**config.mk**
```make
export PLATFORM = sky130hd
export DESIGN_NAME = rlogic_xy_port
export DESIGN_NICKNAME = d
export VERILOG_FILES = /design/src/rtl/noc_pkg.sv /design/src/rtl/xy_route_calc.sv /design/src/rtl/rlogic_xy_port.sv
export SDC_FILE = /design/constraint.sdc
export NUM_CORES = 1
export LEC_CHECK = 0
export ABC_AREA = 1
export BUFFER_PORTS_ARGS = -buffer_cell sky130_fd_sc_hd__buf_4
export CELL_PAD_IN_SITES_DETAIL_PLACEMENT = 1
export CELL_PAD_IN_SITES_GLOBAL_PLACEMENT = 2
export CORE_MARGIN = 2
export CORE_UTILIZATION = 30
export CTS_BUF_LIST = sky130_fd_sc_hd__clkbuf_2
export CTS_CLUSTER_DIAMETER = 60
export DETAILED_ROUTE_END_ITERATION = 10
export PLACE_DENSITY = 0.8
export SLEW_MARGIN = 30
export SYNTH_ARGS = -nofsm -noshare
export SYNTH_HDL_FRONTEND = slang
export SYNTH_SLANG_ARGS = --single-unit
```
**constraint.sdc**
```tcl
create_clock -name clk -period 1.1 [get_ports clk]
set_input_delay 0 -clock clk [delete_from_list [all_inputs] [get_ports clk]]
set_output_delay 0 -clock clk [all_outputs]
set_load 0.03 [all_outputs]
```
**src/rtl/noc_pkg.sv**
```systemverilog
// Shared NoC definitions: flit type codes, one-hot output port constants, route modes.
package noc_pkg;

  typedef enum logic [1:0] {
    FT_BODY   = 2'b00,
    FT_TAIL   = 2'b01,
    FT_HDR    = 2'b10,
    FT_SINGLE = 2'b11
  } flit_type_e;

  typedef enum logic {
    ST_IDLE = 1'b0,
    ST_BUSY = 1'b1
  } rt_state_e;

  localparam logic [4:0] P_L = 5'b00001;
  localparam logic [4:0] P_E = 5'b00010;
  localparam logic [4:0] P_W = 5'b00100;
  localparam logic [4:0] P_S = 5'b01000;
  localparam logic [4:0] P_N = 5'b10000;

  localparam int ROUTE_XY = 0;
  localparam int ROUTE_YX = 1;

  // Tail-class flits (TAIL or SINGLE) close a packet.
  function automatic logic is_tail_type(input flit_type_e t);
    return (t == FT_TAIL) || (t == FT_SINGLE);
  endfunction

endpackage

```
**src/rtl/xy_route_calc.sv**
```systemverilog
// Combinational dimension-order route: destination x/y -> one-hot output port.
module xy_route_calc
  import noc_pkg::*;
#(
  parameter int X_W        = 2,
  parameter int Y_W        = 2,
  parameter int CUR_X      = 1,
  parameter int CUR_Y      = 1,
  parameter int ROUTE_MODE = ROUTE_XY
) (
  input  logic [X_W-1:0] dst_x,
  input  logic [Y_W-1:0] dst_y,
  output logic [4:0]     port_oh
);

  localparam logic signed [X_W:0] CUR_X_S = CUR_X[X_W:0];
  localparam logic signed [Y_W:0] CUR_Y_S = CUR_Y[Y_W:0];

  logic x_gt_s, x_lt_s, y_gt_s, y_lt_s;

  assign x_gt_s = $signed({1'b0, dst_x}) > CUR_X_S;
  assign x_lt_s = $signed({1'b0, dst_x}) < CUR_X_S;
  assign y_gt_s = $signed({1'b0, dst_y}) > CUR_Y_S;
  assign y_lt_s = $signed({1'b0, dst_y}) < CUR_Y_S;

  // Resolve the first dimension, then the second, else deliver locally.
  always_comb begin
    port_oh = P_L;
    if (ROUTE_MODE == ROUTE_YX) begin
      if (y_gt_s)      port_oh = P_S;
      else if (y_lt_s) port_oh = P_N;
      else if (x_gt_s) port_oh = P_E;
      else if (x_lt_s) port_oh = P_W;
      else             port_oh = P_L;
    end else begin
      if (x_gt_s)      port_oh = P_E;
      else if (x_lt_s) port_oh = P_W;
      else if (y_gt_s) port_oh = P_S;
      else if (y_lt_s) port_oh = P_N;
      else             port_oh = P_L;
    end
  end

endmodule

```
**src/rtl/rlogic_xy_port.sv**
```systemverilog
// Per-input-port route unit: locks a dimension-order route per packet behind a 1-entry pipeline.
// Optional protocol/destination checking and the err port are enabled by `RLOGIC_PROTO_CHK_EN.
module rlogic_xy_port
  import noc_pkg::*;
#(
  parameter int X_NODES    = 4,
  parameter int Y_NODES    = 4,
  parameter int X_W        = $clog2(X_NODES),
  parameter int Y_W        = $clog2(Y_NODES),
  parameter int CUR_X      = 1,
  parameter int CUR_Y      = 1,
  parameter int FLIT_W     = 8,
  parameter int ROUTE_MODE = ROUTE_XY
) (
  input  logic              clk,
  input  logic              rst_n,
  input  logic              in_vld,
  output logic              in_rdy,
  input  logic [FLIT_W-1:0] in_flit,
  output logic              out_vld,
  input  logic              out_rdy,
  output logic [FLIT_W-1:0] out_flit,
  output logic [4:0]        out_req,
  output logic              out_tail
`ifdef RLOGIC_PROTO_CHK_EN
  ,output logic             err
`endif
);

  rt_state_e         st_r, st_nxt_s;
  logic [4:0]        route_r, calc_port_s, new_route_s, route_sel_s;
  logic              out_vld_r, out_tail_r;
  logic [FLIT_W-1:0] out_flit_r;
  logic [4:0]        out_req_r;
  logic              acc_s, load_s, use_new_s;
  flit_type_e        ftype_s;
  logic [X_W-1:0]    dst_x_s;
  logic [Y_W-1:0]    dst_y_s;
`ifdef RLOGIC_PROTO_CHK_EN
  logic              err_r, err_set_s, dst_oob_s;
`endif

  assign in_rdy  = !out_vld_r || out_rdy;
  assign acc_s   = in_vld && in_rdy;
  assign ftype_s = flit_type_e'(in_flit[FLIT_W-1:FLIT_W-2]);
  assign dst_x_s = in_flit[X_W-1:0];
  assign dst_y_s = in_flit[X_W+Y_W-1:X_W];

  xy_route_calc #(
    .X_W        (X_W),
    .Y_W        (Y_W),
    .CUR_X      (CUR_X),
    .CUR_Y      (CUR_Y),
    .ROUTE_MODE (ROUTE_MODE)
  ) u_calc (
    .dst_x   (dst_x_s),
    .dst_y   (dst_y_s),
    .port_oh (calc_port_s)
  );

`ifdef RLOGIC_PROTO_CHK_EN
  assign dst_oob_s   = (int'(dst_x_s) >= X_NODES) || (int'(dst_y_s) >= Y_NODES);
  assign new_route_s = dst_oob_s ? P_L : calc_port_s;
`else
  assign new_route_s = calc_port_s;
`endif

  // Decode the accepted flit against the packet state: load, reroute, next state.
  always_comb begin
    load_s    = 1'b0;
    use_new_s = 1'b0;
    st_nxt_s  = st_r;
`ifdef RLOGIC_PROTO_CHK_EN
    err_set_s = 1'b0;
`endif
    if (acc_s) begin
`ifdef RLOGIC_PROTO_CHK_EN
      case (st_r)
        ST_IDLE: begin
          case (ftype_s)
            FT_HDR:    begin load_s = 1'b1; use_new_s = 1'b1; st_nxt_s = ST_BUSY; end
            FT_SINGLE: begin load_s = 1'b1; use_new_s = 1'b1; st_nxt_s = ST_IDLE; end
            default:   err_set_s = 1'b1;  // orphan BODY/TAIL is consumed and dropped
          endcase
        end
        ST_BUSY: begin
          case (ftype_s)
            FT_BODY: load_s = 1'b1;
            FT_TAIL: begin load_s = 1'b1; st_nxt_s = ST_IDLE; end
            FT_HDR:  begin load_s = 1'b1; use_new_s = 1'b1; err_set_s = 1'b1; st_nxt_s = ST_BUSY; end
            default: begin load_s = 1'b1; use_new_s = 1'b1; err_set_s = 1'b1; st_nxt_s = ST_IDLE; end
          endcase
        end
        default: st_nxt_s = ST_IDLE;
      endcase
      if (use_new_s && dst_oob_s) begin
        err_set_s = 1'b1;
      end else begin
        err_set_s = err_set_s;
      end
`else
      load_s = 1'b1;
      case (st_r)
        ST_IDLE: begin
          use_new_s = 1'b1;
          st_nxt_s  = (ftype_s == FT_SINGLE) ? ST_IDLE : ST_BUSY;
        end
        ST_BUSY: st_nxt_s = (ftype_s == FT_TAIL) ? ST_IDLE : ST_BUSY;
        default: st_nxt_s = ST_IDLE;
      endcase
`endif
    end else begin
      st_nxt_s = st_r;
    end
  end

  // Headers take the freshly computed port; the rest of the packet reuses the lock.
  always_comb begin
    if (use_new_s) route_sel_s = new_route_s;
    else           route_sel_s = route_r;
  end

  // Packet state, route lock and the registered output stage.
  always_ff @(posedge clk or negedge rst_n) begin
    if (!rst_n) begin
      st_r       <= ST_IDLE;
      route_r    <= 5'b00000;
      out_vld_r  <= 1'b0;
      out_flit_r <= {FLIT_W{1'b0}};
      out_req_r  <= 5'b00000;
      out_tail_r <= 1'b0;
`ifdef RLOGIC_PROTO_CHK_EN
      err_r      <= 1'b0;
`endif
    end else begin
      st_r <= st_nxt_s;
      if (use_new_s) route_r <= route_sel_s;
      if (load_s) begin
        out_vld_r  <= 1'b1;
        out_flit_r <= in_flit;
        out_req_r  <= route_sel_s;
        out_tail_r <= is_tail_type(ftype_s);
      end else if (out_rdy) begin
        out_vld_r  <= 1'b0;
      end
`ifdef RLOGIC_PROTO_CHK_EN
      if (err_set_s) err_r <= 1'b1;
`endif
    end
  end

  assign out_vld  = out_vld_r;
  assign out_flit = out_flit_r;
  assign out_req  = out_req_r;
  assign out_tail = out_tail_r;
`ifdef RLOGIC_PROTO_CHK_EN
  assign err      = err_r;
`endif

endmodule
```
Yosys cells after proc, flatten, opt, wreduce, memory -nomap -nowiden

Cells that the tools add are included.

Order comparisons: 4
Equal/unequal tests: 2
Mux-type cells: 13
Bitwise logic cells: 1
Reduce and logical (&&, ||, !) cells: 5

Operator list:

| kind                                                                             | count |
|---|---|
| 5-bit two-way mux                                                                | 5 |
| 1-bit two-way mux                                                                | 7 |
| 2-bit by 1-bit greater-than comparator with 1-bit output (second input constant) | 2 |
| 2-bit by 1-bit < comparator with 1-bit output (second input constant)            | 2 |
| 2-bit by 1-bit == test with 1-bit output (second input constant)                 | 1 |
| 2-bit == test (second input constant)                                            | 1 |
| 1-bit logical OR                                                                 | 2 |
| 1-bit one-hot mux with 2 select lines                                            | 1 |
| 2-bit nonzero test                                                               | 1 |
| 1-bit logical AND                                                                | 1 |
| 1-bit zero test                                                                  | 1 |
| 1-bit inverter                                                                   | 1 |

Flip-flop bits (word level): 21
Bits of input ports: 12
Output and inout bits: 16
Word-level logic and storage cells: 31

Depth between registers and ports, before layout

Depth in word-level cells: 6
Depth in mapped cells: 7
Mapped depth without buffers: 7

Cells and area by module

Synthesis repeated with hierarchy kept, for this count alone.

Cell total of the unflattened synthesis: 114
Area total of the unflattened synthesis: 949.7 um2

Modules (own cells, without submodules):

| module         | times used | cells an instance | area each (um2) | seq. area each (um2) |
|---|---|---|---|---|
| rlogic_xy_port | 1          | 103               | 905.9           | 525.5 |
| xy_route_calc  | 1          | 11                | 43.8            | 0.0 |

Worst setup path before layout

Ideal clock, no wire load.

Kind: reg2reg
From: reg out_vld_r, in the netlist out_vld
To: reg route_r[0]
Library setup time: 0.119 ns
Data arrival time: 1.236 ns
Required time: 0.981 ns
Setup slack: -0.255 ns
Stages on the path, launching flop included: 6
Buffers on the path: 0
Clock period less this slack: 1.355 ns
Cell sequence: dfrtp_1 -> nand2_2 -> nand2_4 -> nor2_4 -> nand2_1 -> and2_1

Longest elaborated chain between the ends: 5

RTL lines:

| item                   | line                  | text |
|---|---|---|
| start, declared        | rlogic_xy_port.sv:32  | `logic out_vld_r, out_tail_r;` |
| start signal, assigned | rlogic_xy_port.sv:128 | `out_vld_r <= 1'b0;` |
| start signal, assigned | rlogic_xy_port.sv:139 | `out_vld_r <= 1'b1;` |
| start signal, assigned | rlogic_xy_port.sv:144 | `out_vld_r <= 1'b0;` |
| 1-bit zero test *      | rlogic_xy_port.sv:43  | `assign in_rdy = !out_vld_r \|\| out_rdy;` |
| 1-bit logical OR *     | rlogic_xy_port.sv:43  |  |
| net in_rdy             | rlogic_xy_port.sv:18  | `output logic in_rdy,` |
| 1-bit logical AND *    | rlogic_xy_port.sv:44  | `assign acc_s = in_vld && in_rdy;` |
| 1-bit two-way mux *    | rlogic_xy_port.sv:76  | `if (acc_s) begin` |
| 5-bit two-way mux      | rlogic_xy_port.sv:119 | `if (use_new_s) route_sel_s = new_route_s;` |
| end signal, assigned   | rlogic_xy_port.sv:137 | `if (use_new_s) route_r <= route_sel_s;` |
| end, declared          | rlogic_xy_port.sv:31  | `logic [4:0] route_r, calc_port_s, new_route_s, route_sel_s;` |

Mark *: on every way through the listed nets, which the timed path passes. The rest lies on a longest branch.
A chain may end at the register's enable or synchronous reset.

Final worst setup path

From: reg out_vld_r, in the netlist out_vld
To: reg route_r[2]

Longest elaborated chain between the ends: 5

RTL lines:

| item                | line |
|---|---|
| 1-bit zero test *   | rlogic_xy_port.sv:43 |
| 1-bit logical OR *  | rlogic_xy_port.sv:43 |
| 1-bit logical AND * | rlogic_xy_port.sv:44 |
| 1-bit two-way mux * | rlogic_xy_port.sv:76 |
| 5-bit two-way mux   | rlogic_xy_port.sv:119 |

Mark *: on every way between the ends. The rest lies on a longest branch, timed or not.

==> results.py <==
metrics = {
    "cells_and_area": {
        "n_antenna_cell": 0,
        "fill_cells": 336,
        "instances_no_fill": 174,
        "multi_input_area_sq_um": 334,
        "stdcell_area_sq_mm": 0.00130,
        "nets": 156,
        "area_growth_syn_to_layout_pct": 45.0,
        "seq_area_sq_um": 528,
        "finish.utilization_pct": 46.4,
        "drive_gt1_share_pct": 34.3,
    },
    "pwr": {
        "sequentialPowerShare_pct": 46.4,
        "leakagePower_nw": 0.692,
        "power_mw": 2.41,
        "ir_worst_vdd_mv": 0.785,
        "combinationalPowerShare_pct": 40.2,
        "p_clk_share_pct": 13.4,
        "switching_share_pct": 38.6,
        "power_switching_uw": 928,
        "power.internal_mw": 1.48,
        "power_density_mw_per_mm2": 1850,
    },
    "logic_synthesis": {
        "synthCells": 98,
        "syn_area_sq_um": 898,
        "yosys_register_bits": 21,
        "synth_commonest_cells": "nand2_1, dfrtp_1, inv_1",
        "syn_nets": 110,
        "synth-edff-count": 0,
        "synthTopCellsByArea": "dfrtp_1, nand2_1, nand3_1, inv_1, and2_1",
        "yosysMostFrequentCell": "nand2_1",
        "async_flop_share_pct": 100,
        "yosysTopAreaCell": "dfrtp_1",
        "synth_cell_types": 16,
        "yosys_warnings": 0,
        "syn_area_per_cell_sq_um": 9.17,
        "ys_dominant_reg_cell": "dfrtp_1",
        "ys_seq_area_share_pct": 58.5,
        "synth_top_area_share_pct": 58.5,
    },
    "clocking": {
        "clk_latency_ns": 0.32,
        "cts_tree": "yes",
        "htree_num_levels": 1,
        "clk_pin_slew_ns": 0.20,
        "cts-root-buf": "clkbuf_2",
        "cts_sinks": 21,
        "cts_buffer_depth": 2,
        "numCtsBuffers": 3,
    },
    "worst_setup_path": {
        "crit_top_cell": "nand2_4",
        "start_kind": "flip-flop",
        "critical_path.max_fanout": 5,
        "slowest_delay_ns": 0.49,
        "crit_chain": "nand2_4 -> nand2_4 -> nor2_4 -> nand2_1 -> and2_1",
        "crit_path_end_kind": "flip-flop",
        "required_ns": 1.33,
        "critPathKind": "reg -> reg",
        "critPathSlowestCell": "dfrtp_2",
        "worstPathArrival_ns": 1.33,
    },
    "floorplanning": {
        "rows": 19,
        "initial_utilization_pct": 32.0,
        "die_area_sq_mm": 0.00345,
        "die_h_um": 58.7,
        "ioPinCount": 28,
        "die_x_um": 58.7,
        "coreArea_sq_mm": 0.00281,
    },
    "timing": {
        "hold_violations": 0,
        "rsz0062_at_grt": "true",
        "tightestPinTransition_ns": 0.283,
        "fmax_mhz": 913,
        "setup_viol": 0,
        "drv_slew": 0,
        "finalClockSkew_ns": 0.00811,
        "period_needed_ns": 1.10,
        "post-route-period-util_pct": 99.6,
        "slew_headroom_pct": 81.1,
    },
    "outcome": {
        "violations": "DRC",
        "outcome": "complete, but fails checks",
    },
    "drt": {
        "route.detailed.drc": 1,
        "via_per_inst": 4.47,
        "antenna_left": 0,
        "dr.first_iter.drc_count": 14,
        "wl_mm": 2.26,
        "vias": 778,
        "drt_pass1_iterations": 6,
        "wl_per_cell_um": 13.0,
    },
    "placed_design": {
        "port_buffers": 27,
        "post-dp-hpwl_mm": 1.63,
        "globalplace.congestion": 0.730,
        "place_area_sq_mm": 0.00117,
        "dp_cells": 159,
    },
    "global_route": {
        "grt_remaining_overflow": 0,
        "antenna_found_initial": 0,
        "grt_max_degree": 22,
        "grt_pass1_vias": 843,
        "grt_usage_pct": 14.8,
        "grt_pass1_wl_mm": 3.80,
    },
    "run": {
        "maxCapViolations": 0,
    },
    "worst_hold_path": {
        "hp-class": "in -> reg",
    },
}
power by group through the flow:
| stage | clock network (mW) | logic (mW) | registers, mW |
|---|---|---|---|
| after floorplan | 0 | 0.339 | 1.35 |
| after global placement | 0 | 0.902 | 1.12 |
| after detailed placement | 0 | 0.926 | 1.13 |
| after CTS | 0.343 | 0.960 | 1.12 |
| after global routing | 0.375 | 1.07 | 1.15 |
| final | 0.322 | 0.967 | 1.12 |
cell usage in the layout, fill, tap and decap left out, types with 2 or more instances in the layout:
cell type	netlist	routed
and2_1	4	3
buf_4	1	32
clkbuf_2	0	3
dfrtp_1	21	19
dfrtp_2	0	2
dlygate4sd3_1	0	10
inv_1	8	8
inv_2	3	3
nand2_1	40	39
nand2_4	2	3
nand3_1	6	6
nand4_1	3	3
o21ai_0	4	2
o21ai_1	0	2
worst paths after layout:
check / startpoint / endpoint / slack [ns] / cells past startpoint
worst max-delay path: out_vld / route_r[2] / 0.004 / 5
worst min-delay path: in_flit[1] / out_flit[1] / 0.01 / 3
worst max register to register: out_vld / route_r[2] / 0.004 / 5
worst min register to register: out_req[3] / out_req[3] / 0.52 / 2
max in group asynchronous: rst_n / out_vld / 0.80 / 2
min in group asynchronous: rst_n / route_r[4] / 0.07 / 2
area by class of cell:
type	instances	area share, %
clock inverter	1	0.384
timing repair buffer	42	26.1
tap	31	2.98
sequential	21	40.5
multi-input combinational	65	25.6
clock buffer	3	1.15
inverter	11	3.17
routing by layer:
layer	track usage (%)	vias up	share of wire, %
met5	0	-	0
met4	5.84	0	0.62
met3	1.98	2	3.5
met2	26.2	14	53
met1	18.0	364	43
li1	-	398	-
cells by family (layout without fill, tap and decap cells):
group,after synthesis,in the layout,synth area share [%]
flip-flops,21,21,58.5
AND/OR/NAND/NOR,57,57,29.4
buffers and inverters,12,57,5.43
AO/OA/AOI/OAI,8,8,6.69
state kept, by name, indices dropped and copies added, names as in the netlist:
name and count:
out_flit 8, out_req 5, route_r 5, out_tail 1, out_vld 1, st_r 1
timing repair:
action | 4_1_cts | 5_1_grt
gates cloned | 0 | 0
hold buffers | 10 | 0
endpoints found under the hold margin | 31 | 0
gates resized for setup | 1 | 4
endpoints found under the setup margin | 3 | 19
pin swaps | 0 | 1
setup buffers | 0 | 1
metrics by stage:
| stage | setup slack, ns | hold WS [ns] | TNS [ns] |
|---|---|---|---|
| global placement | 0.0489 | -0.0962 | 0 |
| CTS | -0.00613 | 0.0122 | -0.0108 |
| floorplan | -0.0945 | -0.296 | -0.876 |
| global route | -0.0634 | 0.0304 | -0.732 |
| finish | 0.00446 | 0.00981 | 0 |
| detailed placement | 0.0121 | -0.0939 | 0 |
worst max-delay path, delay by kind of cell (launching register included):
kind	cells	cell delay [ns]
flip-flops	1	0.49
AND/OR/NAND/NOR	5	0.52
Note: power is estimated with default switching activity, not from simulation.
